### src/rtl/ip_hash_arbiter_if.sv
// Bundle between the requesters, the arbiter and the shared ip_hash_controller.
// The arbiter uses the slave view; the requester/controller environment uses the master view.
interface ip_hash_arbiter_if #(
  parameter int NUM_REQ   = 4,
  parameter int IP_ADDR_W = 32
);
  logic [NUM_REQ-1:0]           req_valid_i;
  logic [NUM_REQ-1:0]           req_insert_i;
  logic [NUM_REQ*IP_ADDR_W-1:0] req_ip_addr_i;
  logic [NUM_REQ-1:0]           req_ready_o;
  logic                         insert_val_o;
  logic                         look_up_val_o;
  logic [IP_ADDR_W-1:0]         ip_addr_o;
  logic                         found_valid_i;
  logic                         found_i;
  logic [NUM_REQ-1:0]           resp_valid_o;
  logic                         resp_found_o;
  logic                         tag_err_o;

  modport slave (
    input  req_valid_i, req_insert_i, req_ip_addr_i, found_valid_i, found_i,
    output req_ready_o, insert_val_o, look_up_val_o, ip_addr_o,
           resp_valid_o, resp_found_o, tag_err_o
  );

  modport master (
    output req_valid_i, req_insert_i, req_ip_addr_i, found_valid_i, found_i,
    input  req_ready_o, insert_val_o, look_up_val_o, ip_addr_o,
           resp_valid_o, resp_found_o, tag_err_o
  );
endinterface

### src/rtl/ip_hash_arbiter.sv
// Round-robin arbiter sharing one ip_hash_controller among NUM_REQ requesters,
// with insert hazard spacing and tag-based routing of lookup results.
module ip_hash_arbiter #(
  parameter int NUM_REQ    = 4,
  parameter int IP_ADDR_W  = 32,
  parameter int LOOKUP_LAT = 2,
  parameter int INSERT_GAP = 2
) (
  input  logic               clk,
  input  logic               rst,
  ip_hash_arbiter_if.slave   bus
);
  localparam int TAG_W = (NUM_REQ > 1) ? $clog2(NUM_REQ) : 1;
  localparam int GAP_W = (INSERT_GAP > 0) ? $clog2(INSERT_GAP + 1) : 1;
  localparam int LAST  = LOOKUP_LAT - 1;

  logic [TAG_W-1:0]     last_q;
  logic [GAP_W-1:0]     gap_cnt_q;
  logic [TAG_W:0]       pick;
  logic                 grant_hit;
  logic [TAG_W-1:0]     grant_idx;
  logic                 grant;
  logic                 grant_insert;
  logic [IP_ADDR_W-1:0] grant_addr;
  logic [TAG_W-1:0]     issue_idx_p0;
  logic                 tag_vld_p [LOOKUP_LAT];
  logic [TAG_W-1:0]     tag_idx_p [LOOKUP_LAT];

  // First valid requester after 'last', scanning downward so the nearest one wins.
  function automatic logic [TAG_W:0] rr_pick(input logic [NUM_REQ-1:0] vld,
                                             input logic [TAG_W-1:0]   last);
    logic [TAG_W:0]   res;
    logic [TAG_W-1:0] cidx;
    int               cand;
    res = '0;
    for (int k = NUM_REQ; k >= 1; k--) begin
      cand = (int'(last) + k) % NUM_REQ;
      cidx = TAG_W'(cand);
      if (vld[cidx]) res = {1'b1, cidx};
    end
    return res;
  endfunction

  always_comb begin
    pick         = rr_pick(bus.req_valid_i, last_q);
    grant_hit    = pick[TAG_W];
    grant_idx    = pick[TAG_W-1:0];
    grant        = grant_hit && (gap_cnt_q == '0) && !rst;
    grant_insert = 1'b0;
    grant_addr   = '0;
    for (int i = 0; i < NUM_REQ; i++) begin
      if (grant_idx == TAG_W'(i)) begin
        grant_insert = bus.req_insert_i[i];
        grant_addr   = bus.req_ip_addr_i[i*IP_ADDR_W +: IP_ADDR_W];
      end
    end
    bus.req_ready_o = grant ? (NUM_REQ'(1) << grant_idx) : '0;
  end

  // Arbitration state: rotation pointer and insert hazard counter.
  always_ff @(posedge clk or posedge rst) begin
    if (rst) begin
      last_q    <= TAG_W'(NUM_REQ - 1);
      gap_cnt_q <= '0;
    end else begin
      if (grant) last_q <= grant_idx;
      if (grant && grant_insert)  gap_cnt_q <= GAP_W'(INSERT_GAP);
      else if (gap_cnt_q != '0)   gap_cnt_q <= gap_cnt_q - GAP_W'(1);
    end
  end

  // Issue stage p0: controller inputs, valid one cycle after the grant.
  always_ff @(posedge clk or posedge rst) begin
    if (rst) begin
      bus.insert_val_o  <= 1'b0;
      bus.look_up_val_o <= 1'b0;
      bus.ip_addr_o     <= '0;
    end else begin
      bus.insert_val_o  <= grant & grant_insert;
      bus.look_up_val_o <= grant & ~grant_insert;
      if (grant) bus.ip_addr_o <= grant_addr;
    end
  end

  always_ff @(posedge clk) begin
    if (grant) issue_idx_p0 <= grant_idx;
  end

  // Tag stages p1..: follow the controller pipeline so the last one lines up with found_valid_i.
  always_ff @(posedge clk or posedge rst) begin
    if (rst) begin
      for (int s = 0; s < LOOKUP_LAT; s++) tag_vld_p[s] <= 1'b0;
    end else begin
      tag_vld_p[0] <= bus.look_up_val_o;
      for (int s = 1; s < LOOKUP_LAT; s++) tag_vld_p[s] <= tag_vld_p[s-1];
    end
  end

  always_ff @(posedge clk) begin
    tag_idx_p[0] <= issue_idx_p0;
    for (int s = 1; s < LOOKUP_LAT; s++) tag_idx_p[s] <= tag_idx_p[s-1];
  end

  // Response stage: route the result to the tagged requester; any misalignment is sticky.
  always_ff @(posedge clk or posedge rst) begin
    if (rst) begin
      bus.resp_valid_o <= '0;
      bus.resp_found_o <= 1'b0;
      bus.tag_err_o    <= 1'b0;
    end else begin
      if (bus.found_valid_i && tag_vld_p[LAST]) begin
        bus.resp_valid_o <= NUM_REQ'(1) << tag_idx_p[LAST];
        bus.resp_found_o <= bus.found_i;
      end else begin
        bus.resp_valid_o <= '0;
        bus.resp_found_o <= 1'b0;
      end
      if (bus.found_valid_i != tag_vld_p[LAST]) bus.tag_err_o <= 1'b1;
    end
  end
endmodule

### src/flat_wrapper.sv
// flat-port wrapper written by rule: the top's interface ports become plain ports
module ip_hash_arbiter_flat 
#(
  parameter int NUM_REQ    = 4,
  parameter int IP_ADDR_W  = 32,
  parameter int LOOKUP_LAT = 2,
  parameter int INSERT_GAP = 2
)
  (clk, rst, bus_req_valid_i, bus_req_insert_i, bus_req_ip_addr_i, bus_found_valid_i, bus_found_i, bus_req_ready_o, bus_insert_val_o, bus_look_up_val_o, bus_ip_addr_o, bus_resp_valid_o, bus_resp_found_o, bus_tag_err_o);
  ip_hash_arbiter_if #(.NUM_REQ(NUM_REQ), .IP_ADDR_W(IP_ADDR_W)) bus_i ();
  input  logic clk;
  input  logic rst;
  input wire logic [$bits(bus_i.req_valid_i)-1:0] bus_req_valid_i;
  input wire logic [$bits(bus_i.req_insert_i)-1:0] bus_req_insert_i;
  input wire logic [$bits(bus_i.req_ip_addr_i)-1:0] bus_req_ip_addr_i;
  input wire logic [$bits(bus_i.found_valid_i)-1:0] bus_found_valid_i;
  input wire logic [$bits(bus_i.found_i)-1:0] bus_found_i;
  output wire logic [$bits(bus_i.req_ready_o)-1:0] bus_req_ready_o;
  output wire logic [$bits(bus_i.insert_val_o)-1:0] bus_insert_val_o;
  output wire logic [$bits(bus_i.look_up_val_o)-1:0] bus_look_up_val_o;
  output wire logic [$bits(bus_i.ip_addr_o)-1:0] bus_ip_addr_o;
  output wire logic [$bits(bus_i.resp_valid_o)-1:0] bus_resp_valid_o;
  output wire logic [$bits(bus_i.resp_found_o)-1:0] bus_resp_found_o;
  output wire logic [$bits(bus_i.tag_err_o)-1:0] bus_tag_err_o;
  assign bus_i.req_valid_i = bus_req_valid_i;
  assign bus_i.req_insert_i = bus_req_insert_i;
  assign bus_i.req_ip_addr_i = bus_req_ip_addr_i;
  assign bus_i.found_valid_i = bus_found_valid_i;
  assign bus_i.found_i = bus_found_i;
  assign bus_req_ready_o = bus_i.req_ready_o;
  assign bus_insert_val_o = bus_i.insert_val_o;
  assign bus_look_up_val_o = bus_i.look_up_val_o;
  assign bus_ip_addr_o = bus_i.ip_addr_o;
  assign bus_resp_valid_o = bus_i.resp_valid_o;
  assign bus_resp_found_o = bus_i.resp_found_o;
  assign bus_tag_err_o = bus_i.tag_err_o;
  ip_hash_arbiter #(.NUM_REQ(NUM_REQ), .IP_ADDR_W(IP_ADDR_W), .LOOKUP_LAT(LOOKUP_LAT), .INSERT_GAP(INSERT_GAP)) u_core (.clk(clk), .rst(rst), .bus(bus_i));
endmodule
### config.mk
export PLATFORM = sky130hd
export DESIGN_NAME = ip_hash_arbiter_flat
export DESIGN_NICKNAME = d
export VERILOG_FILES = /design/src/rtl/ip_hash_arbiter_if.sv /design/src/rtl/ip_hash_arbiter.sv /design/src/flat_wrapper.sv
export SDC_FILE = /design/constraint.sdc
export NUM_CORES = 1
export LEC_CHECK = 0
export BUFFER_PORTS_ARGS = -buffer_cell sky130_fd_sc_hd__buf_2
export CAP_MARGIN = 30
export CORE_ASPECT_RATIO = 0.5
export CORE_MARGIN = 1
export CORE_UTILIZATION = 39
export CTS_CLUSTER_DIAMETER = 30
export DETAILED_ROUTE_END_ITERATION = 10
export PLACE_DENSITY = 0.84
export SYNTH_ARGS = -nofsm -noshare
export SYNTH_HDL_FRONTEND = slang
export SYNTH_SLANG_ARGS = --single-unit
### constraint.sdc
create_clock -name clk -period 2.1 [get_ports clk]
set_clock_uncertainty 0.05 [all_clocks]
set_input_delay 0.105 -clock clk [delete_from_list [all_inputs] [get_ports clk]]
set_output_delay 0.105 -clock clk [all_outputs]
set_load 0.03 [all_outputs]
==> reports/metrics.cfg, run 1 <==
[worst_setup_path]
critPathCaptureType = register
r2r_end = u_core.bus.ip_addr_o[0]$_DFFE_PP0P_
crit_type = register to register
ff2ff_setup_slack_ps = -40
cp_max_fo = 9
critPathRequiredTime_ps = 2280
crit_end = u_core.bus.ip_addr_o[0]$_DFFE_PP0P_
reg2regPathDepth = 8
worstReg2RegStart = u_core.last_q[1]$_DFFE_PP1P_
startpoint = u_core.last_q[1]$_DFFE_PP1P_
cp-start-kind = register
critPathArrivalTime_ps = 2330

[timing]
rsz0062_at_grt = true
final.setup.tns_ps = -58.6
worstMarginPinSlew_ps = 606
fin_ws_ps = -42.9
timing.final.crit_share_pct = 102
min_period_ps = 2140
whs_ps = 82.5
fmax_ghz = 0.467
slew_headroom_pct = 59.6
setup_viol = 3
slew_viol_final = 0
hold_viol = 0

[clock_tree]
numCtsBuffers = 5
clk_latency_ps = 290
htreeDepth = 2
cts-root-buf = clkbuf_16
cts.clk_slew.worst_paths_ps = 70
cts_tree = built
cts.path.max_buffers = 2
clock-sinks = 52

[layout]
multiInputGateArea_sq_mm = 0.00160
drive_above_1_share_pct = 48.5
antenna_cells = 0
fill_cells = 625
area_growth_pct = 52.4
nets = 652
regArea_sq_mm = 0.00129

[synthesis]
netlist_instances = 317
yosys_warnings = 0
avgSynthCellArea_sq_um = 9.41
synth_top_area_share_pct = 36.9
yosys-top-cells-count = nand2_1, dfrtp_1, and2_1
yosys-top-cells-area = dfrtp_1, a311oi_1, nand2_1
synth_edf_count = 2
seq_area_frac_synth_pct = 43.4
ys_async_sr_fraction_pct = 88.5
yosysMostFrequentCell = nand2_1
synthFlopType = dfrtp_1
synth.cell_area_sq_mm = 0.00298
mappedNetlistNets = 459
synth-seq-cells = 52
yosysUniqueCellTypes = 40
yosysTopAreaCell = dfrtp_1

[floorplan]
core_sq_mm = 0.00735
rows = 22
die_height_um = 63.8
chipWidth_um = 126
ios = 184
initial_core_util_pct = 40.6
dieArea_sq_mm = 0.00802

[power]
p_per_area_mw_per_mm2 = 1320
p_leak_nw = 2.42
peakVddDrop_mv = 0.534

[detailed_routing]
vias = 3234
route.detailed.drc = 3
vias_per_cell = 5.33
drtIter0Drc = 270
ant_nets = 0
wl_per_cell_um = 15.9
routed_wl_um = 9660
first_pass_iters = 7

[grt]
grt.total_usage_pct = 22.0
grt_pass1_wl_um = 14000
grt_overflow = 0
grt_start_max_net_pins = 47
antenna_found_initial = 0
grt_pass1_vias = 2949

[placement]
hpwl_um = 6500
finalWeightedCongestion = 0.822
io_buffers = 183

[min_path]
hold_start = bus_found_valid_i
worstHoldPathType = input pin to register
hold_path_depth = 3

[outcome]
violations = DRC, setup timing
status = finished with violations

[flow_run]
cap_viol_max_count = 0

metrics by stage:
step / setup slack (ps) / utilization [%] / area [sq um] / cells / power [mW]
after global routing: -121 / 61.8 / 4540 / 607 / 6.35
final: -42.9 / 61.8 / 4540 / 607 / 6.00
after CTS: 6.31 / 58.5 / 4300 / 596 / 5.60
after global placement: 55.9 / 55.3 / 4070 / 583 / 4.50
after floorplan: 3.35 / - / 2990 / 317 / 3.67
after detailed placement: -16.1 / 55.3 / 4070 / 583 / 4.58
state kept, by name (all words and copies together), names as in the netlist, 2 cells and up:
name	flops
u_core.tag_vld_p	2
u_core.bus.resp_valid_o	4
u_core.bus.ip_addr_o	32
u_core.last_q	2
u_core.gap_cnt_q	2
u_core.tag_idx_p	4
u_core.issue_idx_p0	2
layout make-up:
class | instances | area share, %
multi-input combinational | 232 | 35.1
sequential | 52 | 28.5
clock inverter | 3 | 0.936
inverter | 5 | 0.496
clock buffer | 5 | 2.75
tap | 96 | 2.64
timing repair buffer | 214 | 29.6
logic make-up after synthesis:
family	Yosys count	synth area share, %
flops	52	43.4
simple gates	119	19.4
fa+ha+maj	2	0.839
mux	6	2.06
compound gates	104	28.2
xor+xnor	1	0.294
buf+inv	33	5.83
layout by cell type, fill, tap and decap left out, types with 2 or more instances in the layout:
cell | netlist | routed
dfrtp_1 | 44 | 44
buf_12 | 0 | 8
and3b_1 | 2 | 2
edfxtp_1 | 2 | 2
buf_6 | 1 | 3
a311oi_1 | 32 | 31
nor2_1 | 4 | 3
nand2_1 | 67 | 67
buf_4 | 4 | 18
a211oi_2 | 0 | 9
nand2b_1 | 2 | 2
dfxtp_1 | 4 | 4
ha_1 | 2 | 2
inv_1 | 4 | 3
and2_1 | 33 | 33
a21o_1 | 32 | 32
clkinvlp_4 | 0 | 2
a211oi_1 | 32 | 23
dfstp_2 | 2 | 2
clkbuf_16 | 0 | 9
or2_2 | 2 | 2
and3_1 | 2 | 2
buf_2 | 11 | 179
dlygate4sd3_1 | 0 | 2
mux2i_1 | 5 | 4
repair_timing:
item / in CTS / in global routing
resized for setup: 7 / 20
pin swaps: 2 / 11
buffers inserted: 3 / 7
hold buffers: 2 / 0
endpoints found under the hold margin: 45 / 0
gates cloned: 0 / 4
endpoints found under the setup margin: 7 / 24
routing by layer:
metal | GRT usage [%] | up-vias | wire, um
li1 | - | 1535 | -
met5 | 0 | - | 0
met1 | 27.9 | 1577 | 4030
met4 | 8.54 | 0 | 181
met2 | 37.2 | 105 | 4870
met3 | 4.52 | 17 | 573
how the worst min path moves through the flow:
stage                                                   end
after floorplan           u_core.bus.insert_val_o$_DFF_PP0_
after global placement       u_core.tag_idx_p[0][2]$_DFF_P_
after detailed placement     u_core.tag_idx_p[0][3]$_DFF_P_
after CTS                  u_core.bus.tag_err_o$_DFFE_PP0P_
after global routing       u_core.bus.tag_err_o$_DFFE_PP0P_
final                      u_core.bus.tag_err_o$_DFFE_PP0P_
report_power, final:
group | internal [mW] | switching (mW)
clock | 0.560 | 0.367
sequential | 1.40 | 0.202
combinational | 1.45 | 2.01
total | 3.42 | 2.58
worst max-delay path, stage by stage, from the launching register on:
cell	delay, ps
dfstp_2	610
a21oi_2	90
o31ai_4	330
buf_6	220
buf_12	120
clkbuf_16	140
nand2_1	80
a311oi_1	330
a21o_1	120
Power figures use the tool's default switching activity.
==> run 2: changes to the inputs <==
Settings changed: CAP_MARGIN 30 to 20, CELL_PAD_IN_SITES_DETAIL_PLACEMENT set to 1, CELL_PAD_IN_SITES_GLOBAL_PLACEMENT set to 2, CORE_UTILIZATION 39 to 21, PLACE_DENSITY 0.84 to 0.83, REMOVE_ABC_BUFFERS set to 1.
==> run 2 against run 1 <==
Net effect:
- the flow finishes with violations (hold timing, setup timing)
- flip-flop and latch count unchanged
- worst setup slack got worse by 24 ps
- first-iteration DRC count down 68%
- critical path type unchanged
==> reports/metrics.cfg, run 2 (synthesis results as in run 1) <==
[outcome]
status = finished with violations
violations = hold timing, setup timing

[power]
p_per_area_mw_per_mm2 = 1300  ; -1.4%
p_leak_nw = 2.50  ; +3.2%
power_mw = 6.37  ; +6.1%
peakVddDrop_mv = 0.526  ; -1.5%

[detailed_routing]
first_pass_iters = 4  ; -3
routed_wl_um = 12000  ; +24%
route.detailed.drc = 0  ; -3
wl_per_cell_um = 16.7  ; +5.0%
drtIter0Drc = 86  ; -68%
ant_nets = 0  ; unchanged
vias_per_cell = 4.50  ; -15%
vias = 3220  ; -0.43%

[layout]
regArea_sq_mm = 0.00129  ; unchanged
drive_above_1_share_pct = 53.3  ; +4.7 points
regMostFlops = u_core.bus.ip_addr_o
final_util_pct = 35.7  ; -26 points
multiInputGateArea_sq_mm = 0.00174  ; +9.2%
top_regs = u_core.bus.ip_addr_o: 32 flops, u_core.bus.resp_valid_o: 4 flops, u_core.tag_idx_p: 4 flops
fill_cells = 1633  ; +160%
area_growth_pct = 64.0
final_common_cell = buf_2
largest_reg_flops = 32  ; unchanged
nets = 663  ; +1.7%
layout_common_cells = buf_2, nand2_1, dfrtp_1

[clock_tree]
clock-sinks = 52  ; unchanged
clk_latency_ps = 290  ; about the same
cts-root-buf = clkbuf_16
numCtsBuffers = 5  ; unchanged
cts_tree = built
cts.path.max_buffers = 2  ; unchanged
htreeDepth = 2  ; unchanged
cts.clk_slew.worst_paths_ps = 80  ; about the same

[min_path]
worstHoldPathType = input pin to async pin

[timing]
slew_viol_final = 0  ; unchanged
worstMarginPinSlew_ps = 642  ; +36.1 ps
whs_ps = -3.17  ; -85.6 ps
min_period_ps = 2170  ; +24.1 ps
fmax_ghz = 0.461  ; -1.1%
fin_ws_ps = -67.0  ; -24.1 ps
hold_viol = 5  ; +5
rsz0062_at_grt = true
slew_headroom_pct = 57.2  ; -2.4 points
timing.final.crit_share_pct = 103  ; +1.1 points
setup_viol = 24  ; +21

[grt]
grt_pass1_vias = 3333  ; +13%
met1_usage_pct = 19.0  ; -8.9 points
gr-usage-met3_pct = 2.24  ; -2.3 points
antenna_found_initial = 1  ; +1
grt.busiest_layer = met2
grt.total_usage_pct = 15.5  ; -6.5 points
grt_overflow = 0  ; unchanged
grt_pass1_wl_um = 17500  ; +25%
grt_start_max_net_pins = 47  ; unchanged
grt_util_met2_pct = 28.3  ; -8.8 points

[worst_setup_path]
r2r_end = u_core.bus.ip_addr_o[14]$_DFFE_PP0P_
ff2ff_setup_slack_ps = -70  ; -20 ps
cp_max_fo = 23  ; +14
reg2regPathDepth = 8  ; unchanged
crit_type = register to register
critPathArrivalTime_ps = 2360  ; +30 ps
critPathRequiredTime_ps = 2290  ; about the same
cp-start-kind = register
worstReg2RegStart = u_core.last_q[1]$_DFFE_PP1P_
critPathCaptureType = register

[floorplan]
rows = 30  ; +36%
dieArea_sq_mm = 0.0147  ; +83%
ios = 184  ; unchanged
chipWidth_um = 171  ; +36%
initial_core_util_pct = 21.8  ; -19 points
core_sq_mm = 0.0137  ; +86%
die_height_um = 86.3  ; +35%

[placement]
io_buffers = 183  ; unchanged
hpwl_um = 8400  ; +29%
finalWeightedCongestion = 0.829  ; +0.84%

[flow_run]
cap_viol_max_count = 0  ; unchanged

## run 2: cell types whose count changed in the layout (fill, tap and decap cells not counted), sizes merged
cell / before / now
buf: 208 / 223
bufinv: 1 / 0
clkbuf: 9 / 6
clkinvlp: 2 / 0
diode: 0 / 1
dlygate4sd3: 2 / 1
inv: 4 / 7
## run 2: worst max path at each step
stage                                       from                                    to  slack [ps]
CTS                 u_core.last_q[0]$_DFFE_PP1P_                    bus_req_ready_o[0]         -10
floorplan           u_core.last_q[0]$_DFFE_PP1P_                    bus_req_ready_o[0]       -1520
global route        u_core.last_q[1]$_DFFE_PP1P_  u_core.bus.ip_addr_o[30]$_DFFE_PP0P_        -170
finish              u_core.last_q[1]$_DFFE_PP1P_  u_core.bus.ip_addr_o[14]$_DFFE_PP0P_         -70
detailed placement  u_core.last_q[0]$_DFFE_PP1P_  u_core.bus.ip_addr_o[20]$_DFFE_PP0P_         -30
global placement    u_core.last_q[0]$_DFFE_PP1P_   u_core.bus.ip_addr_o[2]$_DFFE_PP0P_          -3
## run 2: routing by layer
| metal | wire length (um) | part of all wire, % |
|---|---|---|
| met5 | 0 | 0 |
| met4 | 244 | 2.0 |
| met3 | 256 | 2.1 |
| met2 | 6470 | 54 |
| met1 | 4990 | 42 |
## run 2: area by class of cell
type | instances | share of cell area (%)
antenna | 1 | 0.0512
clock buffer | 5 | 2.56
clock inverter | 3 | 0.537
inverter | 5 | 0.435
multi-input combinational | 232 | 35.6
sequential | 52 | 26.5
tap | 192 | 4.91
timing repair buffer | 225 | 29.4
## run 2: repair_timing
action / CTS / global route
buffers inserted: 12 / 5
hold endpoints to repair: 1 / 0
hold buffers: 1 / 0
gates cloned: 2 / 1
gates resized for setup: 21 / 40
pin swaps: 8 / 8
endpoints found under the setup margin: 16 / 38
## run 2: through the flow
step | TNS [ps] | cell area (sq um) | hold WS (ps) | setup slack, ps | cells
after global routing | -3740 | 4890 | 53.0 | -169 | 715
after floorplan | -57690 | 2830 | 189 | -1520 | 289
final | -670 | 4890 | -3.17 | -67.0 | 715
after detailed placement | -101 | 4240 | 263 | -25.6 | 686
after CTS | -40.6 | 4660 | 20.8 | -13.8 | 709
after global placement | -3.39 | 4240 | 264 | -3.39 | 686
## run 2: power by group
| group | internal (mW) | leakage [nW] | switching (mW) | total [mW] |
|---|---|---|---|---|
| sequential | 1.40 | 0.628 | 0.202 | 1.60 |
| combinational | 1.65 | 1.80 | 2.25 | 3.90 |
| clock | 0.454 | 0.0748 | 0.411 | 0.865 |
| total | 3.50 | 2.50 | 2.87 | 6.37 |
## run 2: worst max-delay path, stage by stage (launching register included)
cell	delay (ps)
dfstp_2	590
a21oi_2	90
o31ai_4	350
buf_4	250
buf_12	170
and2_1	170
a211oi_2	60
a311oi_2	260
a21o_1	110
